--- src/rtl/mult_seq_ovf.sv ---
// Multicycle radix-2 Booth signed multiplier with exact overflow detection.
// Optional saturation of the result on overflow: define MULT_SAT_EN.
module mult_seq_ovf #(
    parameter int WIDTH = 32,
    parameter int CNT_W = $clog2(WIDTH + 1)
) (
    input  logic             clock,
    input  logic             reset_n,
    input  logic             start,
    input  logic [WIDTH-1:0] multiplicand,
    input  logic [WIDTH-1:0] multiplier,
    output logic             ready,
    output logic             busy,
    output logic             done,
    output logic [WIDTH-1:0] result,
    output logic             overflow
);

    typedef enum logic [1:0] {
        S_IDLE = 2'd0,
        S_RUN  = 2'd1,
        S_DONE = 2'd2
    } state_t;

    state_t             state, state_nxt;
    logic [CNT_W-1:0]   count;
    logic [WIDTH-1:0]   mcand;
    logic [WIDTH:0]     acc;
    logic [WIDTH-1:0]   q;
    logic               q_m1;

    logic               accept;
    logic               last_step;
    logic [WIDTH:0]     mcand_ext;
    logic [WIDTH:0]     acc_sum;
    logic [WIDTH:0]     acc_sh;
    logic [WIDTH-1:0]   q_sh;
    logic               q_m1_sh;
    logic [2*WIDTH-1:0] product;
    logic [WIDTH:0]     prod_hi;
    logic               ovf_nxt;
    logic [WIDTH-1:0]   res_nxt;

    assign ready     = (state == S_IDLE) || (state == S_DONE);
    assign busy      = (state == S_RUN);
    assign accept    = ready && start;
    assign last_step = (state == S_RUN) && (count == CNT_W'(WIDTH - 1));

    always_ff @(posedge clock or negedge reset_n) begin
        if (!reset_n) state <= S_IDLE;
        else          state <= state_nxt;
    end

    always_comb begin
        state_nxt = state;
        case (state)
            S_IDLE:  if (start) state_nxt = S_RUN;
            S_RUN:   if (last_step) state_nxt = S_DONE;
            S_DONE:  state_nxt = start ? S_RUN : S_IDLE;
            default: state_nxt = S_IDLE;
        endcase
    end

    // One Booth step; the W+1-bit accumulator keeps -2^(W-1) from wrapping.
    always_comb begin
        mcand_ext = {mcand[WIDTH-1], mcand};
        acc_sum   = acc;
        case ({q[0], q_m1})
            2'b01:   acc_sum = acc + mcand_ext;
            2'b10:   acc_sum = acc - mcand_ext;
            default: acc_sum = acc;
        endcase
        {acc_sh, q_sh, q_m1_sh} = {acc_sum[WIDTH], acc_sum, q};
        product = {acc_sh[WIDTH-1:0], q_sh};
        prod_hi = product[2*WIDTH-1:WIDTH-1];
        ovf_nxt = !((&prod_hi) || !(|prod_hi));
`ifdef MULT_SAT_EN
        if (ovf_nxt)
            res_nxt = product[2*WIDTH-1] ? {1'b1, {(WIDTH-1){1'b0}}}
                                         : {1'b0, {(WIDTH-1){1'b1}}};
        else
            res_nxt = product[WIDTH-1:0];
`else
        res_nxt = product[WIDTH-1:0];
`endif
    end

    always_ff @(posedge clock or negedge reset_n) begin
        if (!reset_n) begin
            count    <= '0;
            mcand    <= '0;
            acc      <= '0;
            q        <= '0;
            q_m1     <= 1'b0;
            done     <= 1'b0;
            result   <= '0;
            overflow <= 1'b0;
        end else begin
            done <= last_step;
            if (accept) begin
                mcand <= multiplicand;
                acc   <= '0;
                q     <= multiplier;
                q_m1  <= 1'b0;
                count <= '0;
            end else if (state == S_RUN) begin
                acc   <= acc_sh;
                q     <= q_sh;
                q_m1  <= q_m1_sh;
                count <= count + CNT_W'(1);
            end
            if (last_step) begin
                result   <= res_nxt;
                overflow <= ovf_nxt;
            end
        end
    end

endmodule

--- config.mk ---
export PLATFORM = sky130hd
export DESIGN_NAME = mult_seq_ovf
export DESIGN_NICKNAME = d
export VERILOG_FILES = /design/src/rtl/mult_seq_ovf.sv
export SDC_FILE = /design/constraint.sdc
export NUM_CORES = 1
export LEC_CHECK = 0
export CAP_MARGIN = 20
export CORE_MARGIN = 2
export CORE_UTILIZATION = 30
export CTS_CLUSTER_SIZE = 28
export DETAILED_ROUTE_END_ITERATION = 6
export SLEW_MARGIN = 40
export SYNTH_ARGS = -nofsm -noshare
export SYNTH_HDL_FRONTEND = slang
export SYNTH_SLANG_ARGS = --single-unit
--- constraint.sdc ---
create_clock -name clock -period 5.7 [get_ports clock]
set_input_delay 1.14 -clock clock [delete_from_list [all_inputs] [get_ports clock]]
set_output_delay 1.14 -clock clock [all_outputs]
set_load 0.01 [all_outputs]
==> out/metrics.cfg, run 1 <==
[sta]
hold_violations = 0
tightest_slew_ns = 0.741
layout_min_cycle_time_ns = 5.28
slew_headroom = 0.506
slew_viol_final = 0
finalSetupTns_ns = 0
finalSetupViolCount = 0
skew_ns = 0.0104
grt_setup_unrepaired = no
max_freq_mhz = 189
min_period_over_period = 0.927

[grt]
grt_pass1_wl_um = 45100
grt_usage = 0.180
grt-ovfl-total = 0
grt_pass1_vias = 8325
grt_max_degree = 99
antenna_found_initial = 0

[logic_synthesis]
synth_top_area_frac = 0.386
synth_seq_area_share = 0.386
synth.largest_area_cell = dfrtp_1
async_flop_share = 1.00
syn_area_per_cell_sq_um = 8.04
synth_cells = 1122
synth_cell_types = 74
yosysMostFrequentCell = nand2_1
syn_nets = 1225
yosys_most_used_dff = dfrtp_1
synth_edf_count = 0
synth_commonest_cells = nand2_1, dfrtp_1, nor2_1
synthTopCellsByArea = dfrtp_1, nand2_1, ha_1
synthesis.area_sq_um = 9020
ys_ff_latch = 139
ys_warn_count = 0

[setup_path]
critical_path.top_delay_family = simple AND/OR/NAND/NOR gates
cp_num_buf_inv = 2
end_kind = flop
cp_max_fo = 5
crit_chain = or4_1 -> nor3_2 -> nand2_1 -> nor4b_1 -> buf_4 -> nor2_1 -> xnor2_1 -> ha_1 -> a21oi_1 -> o21ai_1 -> buf_4 -> o311a_1 -> a311o_1 -> nor4_1 -> o2111ai_1 -> nor4_1 -> nand4_1 -> nor4b_2 -> nor3_1
arrival_ns = 5.59
cp_slowest_cell = or4_1
setup.worst_path.start_class = flop
critPathMaxStageDelay_ns = 0.61
cp.required_ns = 6.01
path_class = reg2reg

[cells_and_area]
final_nets = 1306
antenna_cells = 0
drive_above_1_share = 0.0691
synthToLayoutAreaGrowth_pct = 23.7

[clocking]
clk_latency_ns = 0.43
cts-resized-gates = 0
numCtsBuffers = 17
postCtsHoldBufs = 0
cts-htree-levels = 4
clock_sinks = 139
root_buffer = clkbuf_16
cts_tree = yes
clk_path_buf_depth = 2
post_cts_buffers = 0
path_clk_slew_ns = 0.07

[drt]
routed_wl_um = 27700
antenna_left = 0
via_count = 8546
drtIter0Drc = 757
drt_first_pass_iters = 5
post-route-drc-count = 0
viasPerCell = 5.32
wl_per_cell_um = 17.2

[place]
portBuffers = 102
gp_congestion = 0.931
dpl.hpwl_um = 19600

[die]
pin_count = 103
initial_core_util = 0.304
die_h_um = 177
rows = 63
core_area_sq_um = 29600
die_area_sq_um = 31500
die_w_um = 177

[run_status]
outcome = finished clean

[worst_hold_path]
hold_class = reg2reg

[run]
maxCapViolations = 0

==> routing by layer <==
layer	GRT usage	vias up	wire (um)
li1	-	4135	-
met1	0.249	4115	12900
met2	0.282	259	12500
met3	0.0424	37	1810
met4	0.0505	0	513
met5	0	-	0
==> tightest hold or removal path, stage by stage, from the launching register on <==
cell     delay (ns)
dfrtp_1        0.34
nand2_1        0.05
nand2_1        0.05
==> final timing paths <==
check,endpoint,slack [ns],cells past startpoint,from
min in group asynchronous,q[5]$_DFFE_PN0P_,0.58,1,reset_n
worst min register to register,result[21]$_DFFE_PN0P_,0.48,2,result[21]$_DFFE_PN0P_
worst max-delay path,overflow$_DFFE_PN0P_,0.42,19,mcand[3]$_DFFE_PN0P_
worst min-delay path,result[21]$_DFFE_PN0P_,0.48,2,result[21]$_DFFE_PN0P_
worst max register to register,overflow$_DFFE_PN0P_,0.42,19,mcand[3]$_DFFE_PN0P_
max in group asynchronous,mcand[2]$_DFFE_PN0P_,3.91,3,reset_n
==> area by class of cell <==
type	count	area [sq um]
multi-input combinational	892	5230
sequential	139	3480
timing repair buffer	125	1240
fill	3089	18500
clock buffer	20	457
tap	390	488
inverter	28	105
clock inverter	12	163
==> placed cells by master (no fill, tap or decap), types with 5 or more instances in the layout <==
cell,n
nand2_1,316
dfrtp_1,139
clkdlybuf4s50_1,101
nor2_1,68
a21oi_1,56
o21ai_0,53
xnor2_1,40
ha_1,34
a31oi_1,27
inv_1,25
nor3_1,23
buf_4,21
a22oi_1,20
a22o_1,19
nand3_1,18
clkbuf_16,17
a21o_1,15
o211ai_1,14
nand4_1,12
o31ai_1,11
nor4_1,10
nor2b_1,9
and3_1,8
nand2b_1,8
nor4b_1,7
or4_1,6
xor2_1,6
and2_1,6
a211oi_1,6
a21boi_0,5
or3_1,5
o21bai_1,5
a211o_1,5
==> through the flow <==
stage	hold slack (ns)	instance area [sq um]	utilization	setup WS, ns	cells
after global routing	0.503	11200	0.377	0.0748	1606
after CTS	0.484	11100	0.375	0.200	1605
final	0.478	11200	0.377	0.418	1606
after detailed placement	0.461	10500	0.354	0.239	1573
after global placement	0.459	10500	0.353	0.413	1572
after floorplan	0.453	9020	-	0.755	1122
==> registers in the layout, indices dropped and copies added, names as in the netlist <==
signal / cells
q: 32
acc: 32
state: 2
mcand: 32
done: 1
count: 6
result: 32
q_m1: 1
overflow: 1
==> kinds of logic after synthesis <==
family,Yosys count,share of synthesized area
flops,139,0.386
compound gates,286,0.218
mux,3,0.00361
buf+inv,91,0.0391
fa+ha+maj,36,0.0508
xor+xnor,46,0.0447
simple gates,521,0.258
Power of run 1 is left out: the tool's default activity adds up to more than one toggle a clock period on the data nets, which glitch-free logic cannot reach.
==> run 2, diff against run 1 <==
CORE_UTILIZATION = 55   (was 30)
PLACE_DENSITY = 0.78   (was default)
SLEW_MARGIN = 20   (was 40)
==> run 2 against run 1 <==
- first-iteration DRC count grew 8.3%
- clock skew up 0.0037 ns
- flip-flop and latch count did not move
==> out/metrics.cfg, run 2 (same netlist as run 1, synthesis figures left out) <==
[setup_path]
critPathMaxStageDelay_ns = 0.61
cp_max_fo = 7
r2r_end = overflow$_DFFE_PN0P_
path_class = reg2reg
reg2reg_depth = 20
rrSetupSlack_ns = 0.39
critical_path.top_delay_family = simple AND/OR/NAND/NOR gates
crit_chain = or4_1 -> nor3_2 -> nor4b_1 -> buf_4 -> nand2_1 -> nor2_2 -> a21oi_1 -> xnor2_1 -> ha_1 -> nand2_1 -> nor2_1 -> nor3_1 -> or4_1 -> o2111ai_1 -> a21oi_1 -> a211o_1 -> nor4_1 -> nand4b_1 -> a2111oi_0 -> nor3_1
r2r_start = mcand[3]$_DFFE_PN0P_
cp_slowest_cell = or4_1
cp.required_ns = 5.99
arrival_ns = 5.60
end_kind = flop
setup.worst_path.start_class = flop
cp_num_buf_inv = 1

[clocking]
numCtsBuffers = 17
root_buffer = clkbuf_16
cts_tree = yes
clk_path_buf_depth = 2
post_cts_buffers = 0
clock_sinks = 139
path_clk_slew_ns = 0.06
clk_latency_ns = 0.42
cts-htree-levels = 4

[die]
die_area_sq_um = 17400
core_area_sq_um = 15900
die_w_um = 132
initial_core_util = 0.566
die_h_um = 132
rows = 46
pin_count = 103

[cells_and_area]
final_util = 0.680
final_cells = 1421
antenna_cells = 0
final_area_sq_um = 10800
synthToLayoutAreaGrowth_pct = 20.1
layout_common_cells = nand2_1, dfrtp_1, clkdlybuf4s50_1
layout_commonest_cell = nand2_1
final_nets = 1296
drive_above_1_share = 0.0622

[grt]
antenna_found_initial = 0
grt-ovfl-total = 0
grt_usage = 0.303
grt_pass1_vias = 8486
grt_pass1_wl_um = 43000
grt_max_degree = 92

[sta]
slew_headroom = 0.432
max_freq_mhz = 188
min_period_over_period = 0.931
slew_viol_final = 0
finalSetupViolCount = 0
hold_violations = 0
finalSetupTns_ns = 0
skew_ns = 0.0141
grt_setup_unrepaired = no
layout_min_cycle_time_ns = 5.31
tightest_slew_ns = 0.851

[drt]
post-route-drc-count = 0
via_count = 8731
viasPerCell = 6.14
antenna_left = 0
drt_first_pass_iters = 5
drtIter0Drc = 820
wl_per_cell_um = 18.3
routed_wl_um = 26000

[run]
maxCapViolations = 0

[place]
dpl.cell_count = 1390
gp_congestion = 1.00
dpl.hpwl_um = 17700
portBuffers = 102
placed_area_sq_um = 10200

[worst_hold_path]
holdPathStages = 2
hold_class = reg2reg
worstHoldEndpoint = result[3]$_DFFE_PN0P_
hp-start = result[3]$_DFFE_PN0P_

[run_status]
outcome = finished clean

[run 2: through the flow]
| stage | setup slack [ns] | hold slack (ns) |
|---|---|---|
| floorplan | 0.755 | 0.453 |
| global placement | 0.385 | 0.457 |
| detailed placement | 0.307 | 0.461 |
| CTS | 0.272 | 0.478 |
| global route | 0.0658 | 0.499 |
| finish | 0.393 | 0.472 |
[run 2: how the worst max path moves through the flow]
stage          slack, ns            startpoint                    to  cells after the start
2_1_floorplan       0.76  mcand[3]$_DFFE_PN0P_  overflow$_DFFE_PN0P_                     19
3_3_place_gp        0.38  mcand[3]$_DFFE_PN0P_  overflow$_DFFE_PN0P_                     20
3_5_place_dp        0.31  mcand[3]$_DFFE_PN0P_  overflow$_DFFE_PN0P_                     20
4_1_cts             0.27  mcand[3]$_DFFE_PN0P_  overflow$_DFFE_PN0P_                     20
5_1_grt             0.07  mcand[3]$_DFFE_PN0P_  overflow$_DFFE_PN0P_                     20
6_report            0.39  mcand[3]$_DFFE_PN0P_  overflow$_DFFE_PN0P_                     20
[run 2: area by class of cell]
cell class / count / area (sq um)
Tap cell: 216 / 270
Sequential cell: 139 / 3480
Inverter: 28 / 105
Fill cell: 1299 / 5110
Timing Repair Buffer: 115 / 1120
Multi-Input combinational cell: 892 / 5240
Clock buffer: 17 / 425
Clock inverter: 14 / 196
[run 2: per-layer routing]
| metal | part of all wire | vias up | track usage |
|---|---|---|---|
| met5 | 0 | - | 0 |
| met3 | 0.070 | 31 | 0.0538 |
| met1 | 0.45 | 4237 | 0.421 |
| met4 | 0.014 | 0 | 0.0857 |
| met2 | 0.47 | 343 | 0.488 |
| li1 | - | 4120 | - |
[run 2: worst register-to-register path, stage by stage (launching register included)]
cell and delay (ns):
dfrtp_1 0.43, or4_1 0.61, nor3_2 0.19, nor4b_1 0.27, buf_4 0.18, nand2_1 0.09
nor2_2 0.20, a21oi_1 0.11, xnor2_1 0.15, ha_1 0.41, nand2_1 0.23, nor2_1 0.18
nor3_1 0.07, or4_1 0.58, o2111ai_1 0.24, a21oi_1 0.12, a211o_1 0.24, nor4_1 0.30
nand4b_1 0.15, a2111oi_0 0.36, nor3_1 0.08
[run 2: timing repair]
action | CTS | global route
gates resized for setup | 0 | 6
setup endpoints to repair | 0 | 1
hold buffers | 0 | 0
Power of run 2 is left out for the same reason.
